[src/rtl/arm_pkg.sv]
// Shared constants and types for the ARM core front end.
package arm_pkg;
    localparam logic [31:0] PC_RESET_DEF = 32'h0000_0000;
    localparam logic [31:0] PC_INC       = 32'd4;
    localparam logic [31:0] NOP_WORD     = 32'h0000_0000;

    typedef enum logic {
        RUN  = 1'b0,
        HALT = 1'b1
    } fetch_state_t;
endpackage

[src/rtl/ifid_reg.sv]
// IF/ID pipeline register: loads a fetched word, holds, or flushes to a bubble.
module ifid_reg
    import arm_pkg::*;
(
    input  logic        clk,
    input  logic        rst_n,
    input  logic        i_load,
    input  logic        i_flush,
    input  logic [31:0] i_pc,
    input  logic [31:0] i_instr,
    output logic [31:0] o_id_pc,
    output logic [31:0] o_id_instr,
    output logic        o_id_valid
);
    logic [31:0] r_id_pc;
    logic [31:0] r_id_instr;
    logic        r_id_valid;

    // Flush wins over load; id_pc is left alone on a flush.
    always_ff @(posedge clk or negedge rst_n) begin
        if (!rst_n) begin
            r_id_pc    <= 32'h0;
            r_id_instr <= NOP_WORD;
            r_id_valid <= 1'b0;
        end else if (i_flush) begin
            r_id_instr <= NOP_WORD;
            r_id_valid <= 1'b0;
        end else if (i_load) begin
            r_id_pc    <= i_pc;
            r_id_instr <= i_instr;
            r_id_valid <= 1'b1;
        end
    end

    assign o_id_pc    = r_id_pc;
    assign o_id_instr = r_id_instr;
    assign o_id_valid = r_id_valid;
endmodule

[src/rtl/fetch_ctrl.sv]
// Instruction-fetch sequencer: PC, RUN/HALT state, delivered-instruction counter.
module fetch_ctrl
    import arm_pkg::*;
#(
    parameter logic [31:0] PC_RESET     = PC_RESET_DEF,
    parameter bit          HALT_ON_ZERO = 1'b1
)(
    input  logic        clk,
    input  logic        rst_n,
    output logic [31:0] imem_addr,
    input  logic [31:0] imem_instr,
    input  logic        freeze,
    input  logic        branch_taken,
    input  logic [31:0] branch_addr,
    input  logic        restart,
    output logic [31:0] id_pc,
    output logic [31:0] id_instr,
    output logic        id_valid,
    output logic        halted,
    output logic [31:0] fetch_count
);
    fetch_state_t r_state;
    logic [31:0]  r_pc;
    logic [31:0]  r_count;
    logic         r_halted;

    logic [31:0]  w_target;
    logic         w_zero;
    logic         w_load;
    logic         w_flush;

    assign w_target = {branch_addr[31:2], 2'b00};
    assign w_zero   = HALT_ON_ZERO && (imem_instr == NOP_WORD);

    // In HALT the IF/ID register already holds a bubble, so only RUN drives it.
    always_comb begin
        w_load  = 1'b0;
        w_flush = 1'b0;
        if (r_state == RUN) begin
            if (branch_taken) begin
                w_flush = 1'b1;
            end else if (!freeze) begin
                if (w_zero) w_flush = 1'b1;
                else        w_load  = 1'b1;
            end
        end
    end

    always_ff @(posedge clk or negedge rst_n) begin
        if (!rst_n) begin
            r_state  <= RUN;
            r_pc     <= PC_RESET;
            r_count  <= 32'h0;
            r_halted <= 1'b0;
        end else begin
            case (r_state)
                RUN: begin
                    if (branch_taken) begin
                        r_pc <= w_target;
                    end else if (!freeze) begin
                        if (w_zero) begin
                            r_state  <= HALT;
                            r_halted <= 1'b1;
                        end else begin
                            r_pc    <= r_pc + PC_INC;
                            r_count <= r_count + 32'd1;
                        end
                    end
                end
                HALT: begin
                    if (branch_taken) begin
                        r_pc     <= w_target;
                        r_state  <= RUN;
                        r_halted <= 1'b0;
                    end else if (restart) begin
                        r_pc     <= PC_RESET;
                        r_state  <= RUN;
                        r_halted <= 1'b0;
                    end
                end
                default: begin
                    r_state  <= RUN;
                    r_halted <= 1'b0;
                end
            endcase
        end
    end

    ifid_reg u_ifid (
        .clk        (clk),
        .rst_n      (rst_n),
        .i_load     (w_load),
        .i_flush    (w_flush),
        .i_pc       (r_pc),
        .i_instr    (imem_instr),
        .o_id_pc    (id_pc),
        .o_id_instr (id_instr),
        .o_id_valid (id_valid)
    );

    assign imem_addr   = r_pc;
    assign halted      = r_halted;
    assign fetch_count = r_count;
endmodule

[config.mk]
export PLATFORM = sky130hd
export DESIGN_NAME = fetch_ctrl
export DESIGN_NICKNAME = d
export VERILOG_FILES = /design/src/rtl/arm_pkg.sv /design/src/rtl/ifid_reg.sv /design/src/rtl/fetch_ctrl.sv
export SDC_FILE = /design/constraint.sdc
export NUM_CORES = 1
export LEC_CHECK = 0
export CORE_MARGIN = 3
export CORE_UTILIZATION = 42
export DETAILED_ROUTE_END_ITERATION = 10
export PLACE_DENSITY = 0.77
export SLEW_MARGIN = 20
export SYNTH_ARGS = -nofsm -noshare
export SYNTH_HDL_FRONTEND = slang
export SYNTH_SLANG_ARGS = --single-unit
[constraint.sdc]
create_clock -name clk -period 2 [get_ports clk]
set_input_delay 0.6 -clock clk [delete_from_list [all_inputs] [get_ports clk]]
set_output_delay 0.6 -clock clk [all_outputs]
set_load 0.1 [all_outputs]
==> reports/metrics.cfg <==
[setup_path]
endpoint_kind=flop
cp-start-kind=flop
path_cells=ha_4 > nand3_4 > nor4_4 > nand3_1 > a32o_1 > a211o_1
arrival_ps=2270
cp.required_ps=2300
critPathMaxStageDelay_ps=450
setup.worst_path.class=reg -> reg
path_max_fanout=6
critPathSlowestCell=dfrtp_4

[routing]
wire_per_inst_um=19.6
wl_um=22000
vias_per_cell=5.72
drc=0
drt_iter0_markers=543
ant_nets=0
first_pass_iters=7
vias=6436

[global_routing]
grt_first_pass_wirelength_um=34600
grt_max_degree=48
antenna_found_initial=1
grt_usage_pct=26.9
grt_overflow_total=0
first_global_vias=6724

[layout]
nFillCells=820
stdcell_count=1125
layout-drive-gt1-share_pct=40.7
nets=1003
syn2layout_area_growth_pct=81.9
diodes=0

[floorplanning]
dieWidth_um=127
die_y_um=127
row_count=43
start_util_pct=43.6
ios=199
core_area_sq_mm=0.0141
die_area_sq_mm=0.0161

[timing]
finalCritPeriodShare_pct=98.3
drv_slew=0
fmax_mhz=508
skew_ps=7.97
min_period_ps=1970
final_hold_viol_count=0
finalSetupTns_ps=0
setup_viol=0

[yosys]
synthesis.area_sq_mm=0.00615
synth_ff_type=dfrtp_1
syn_inst=660
synth-seq-area-share_pct=51.7
ys_warn_count=0
synthArstFlopShare_pct=100
synth_edf_count=0
ys_ff_latch=127
ys_types=62
avgSynthCellArea_sq_um=9.32

[power_and_ir_drop]
p_clk_share_pct=29.6
power_uw=10500
p_seq_share_pct=31.0
power_density_mw_per_mm2=935
comb_power_share_pct=39.4
p_leak_uw=0.00491
p_int_uw=6290
p_sw_uw=4180
swShare_pct=39.9
vdd_drop_max_mv=0.706

[cts]
clk_latency_ps=420
clkSlewWorstSetupHoldPaths_ps=60
htree_levels=4
cts_made_buffers=17
cts.sinks=127
tritoncts=done
ctsRootBufferMaster=clkbuf_16
cts_hold_buffers=0
cts_buffer_depth=2

[status]
status=finished, final reports clean

[placed_design]
place_hpwl_um=15300
io_buffers=192
dp.cells=1061
gp_congestion=0.851

[min_path]
hold_path.class=in -> async

[flow_run]
max_cap_viol_count=0

==> sequential cells by signal, summed over array words and instances, names as in the netlist <==
name,cells
fetch_count,32
halted,1
imem_addr,30
r_state,1
u_ifid.o_id_instr,32
u_ifid.o_id_pc,30
u_ifid.o_id_valid,1
==> per-layer routing <==
metal	vias to the layer above	part of all wire [%]	global-route usage (%)
met5	-	0.059	0
met4	2	3.4	12.1
met3	68	7.6	6.65
met2	328	51	45.8
met1	3170	38	32.3
li1	2868	-	-
==> per-stage QoR <==
| stage | setup WS [ps] | area, sq um | hold slack (ps) | util [%] |
|---|---|---|---|---|
| after global placement | -608 | 10200 | 500 | 72.5 |
| after CTS | 2.22 | 11100 | 97.0 | 78.6 |
| after detailed placement | -736 | 10200 | 509 | 72.5 |
| final | 33.3 | 11200 | 92.5 | 79.4 |
| after global routing | -58.8 | 11200 | 110 | 79.4 |
| after floorplan | -26.5 | 6370 | 304 | - |
==> worst paths after layout <==
path | from | cells after the start | end | slack [ps]
setup reg to reg | imem_addr[3] | 6 | imem_addr[16] | 30
max in group asynchronous | rst_n | 2 | imem_addr[18] | 1270
hold / removal | rst_n | 1 | u_ifid.o_id_pc[13] | 90
min in group clk | imem_instr[27] | 3 | u_ifid.o_id_instr[27] | 430
hold reg to reg | fetch_count[15] | 1 | fetch_count[15] | 520
setup / recovery | imem_addr[3] | 6 | imem_addr[16] | 30
==> repair_timing <==
| action | 4_1_cts | 5_1_grt |
|---|---|---|
| setup buffers | 17 | 13 |
| gates resized for setup | 58 | 69 |
| pin swaps | 17 | 19 |
| gates cloned | 2 | 1 |
| setup endpoints to repair | 121 | 108 |
==> power by group through the flow <==
stage / clock (uW) / sequential (uW) / combinational [uW]
after floorplan: 0 / 4990 / 544
after global placement: 0 / 3260 / 4000
after detailed placement: 0 / 3280 / 4040
after CTS: 3120 / 3240 / 4090
after global routing: 3240 / 3280 / 4260
final: 3100 / 3240 / 4130
==> cells by family after synthesis <==
group,Yosys count,synth area share [%]
mux,1,0.183
flops,127,51.7
buf+inv,54,4.07
xor+xnor,32,4.56
fa+ha+maj,2,0.407
compound gates,120,13.3
simple gates,323,25.8
other cells,1,0.0610
==> cell type report <==
| class | instances | area, sq um | area share [%] |
|---|---|---|---|
| Clock buffer | 22 | 484 | 4.33 |
| Inverter | 11 | 41.3 | 0.369 |
| Timing Repair Buffer | 293 | 4030 | 36.0 |
| Tap cell | 180 | 225 | 2.01 |
| Clock inverter | 10 | 110 | 0.984 |
| Sequential cell | 127 | 3300 | 29.4 |
| Multi-Input combinational cell | 482 | 3010 | 26.9 |
==> Yosys cell counts, types with 6 or more instances <==
cell / n / share of area, %
nor4_1: 19 / 1.9
o21ai_1: 11 / 0.89
nor3_1: 15 / 1.2
clkbuf_1: 13 / 0.79
nand4_1: 14 / 1.4
and4_1: 6 / 0.85
and3_1: 10 / 1.0
nor2_1: 15 / 0.92
o31a_1: 7 / 1.0
nand3_1: 21 / 1.7
a21oi_1: 37 / 3.0
xor2_1: 21 / 3.0
inv_1: 11 / 0.67
o21ai_0: 11 / 0.89
dfrtp_1: 127 / 52
a32o_1: 9 / 1.5
nand2_1: 191 / 12
nor4_2: 8 / 1.6
a211o_1: 6 / 0.85
buf_2: 23 / 1.9
xnor2_1: 11 / 1.6
==> layout by cell type (no fill, tap or decap), types with 12 or more instances in the layout <==
master,instances
nand4_1,14
buf_12,136
dfrtp_1,79
dfrtp_2,25
buf_4,80
a21oi_1,33
xor2_1,21
clkbuf_2,24
nor2_1,14
clkdlybuf4s50_1,32
nand2_1,188
dfrtp_4,23
nand3_1,18
nor3_1,12
clkbuf_16,18
==> worst max-delay path: cells and delay by family (launching register included) <==
kind                     cells  cell delay (ps)
flip-flops                   1              450
AO/OA/AOI/OAI                2              570
AND/OR/NAND/NOR              3              670
adder cells (fa/ha/maj)      1              160
Power figures use the tool's default switching activity.
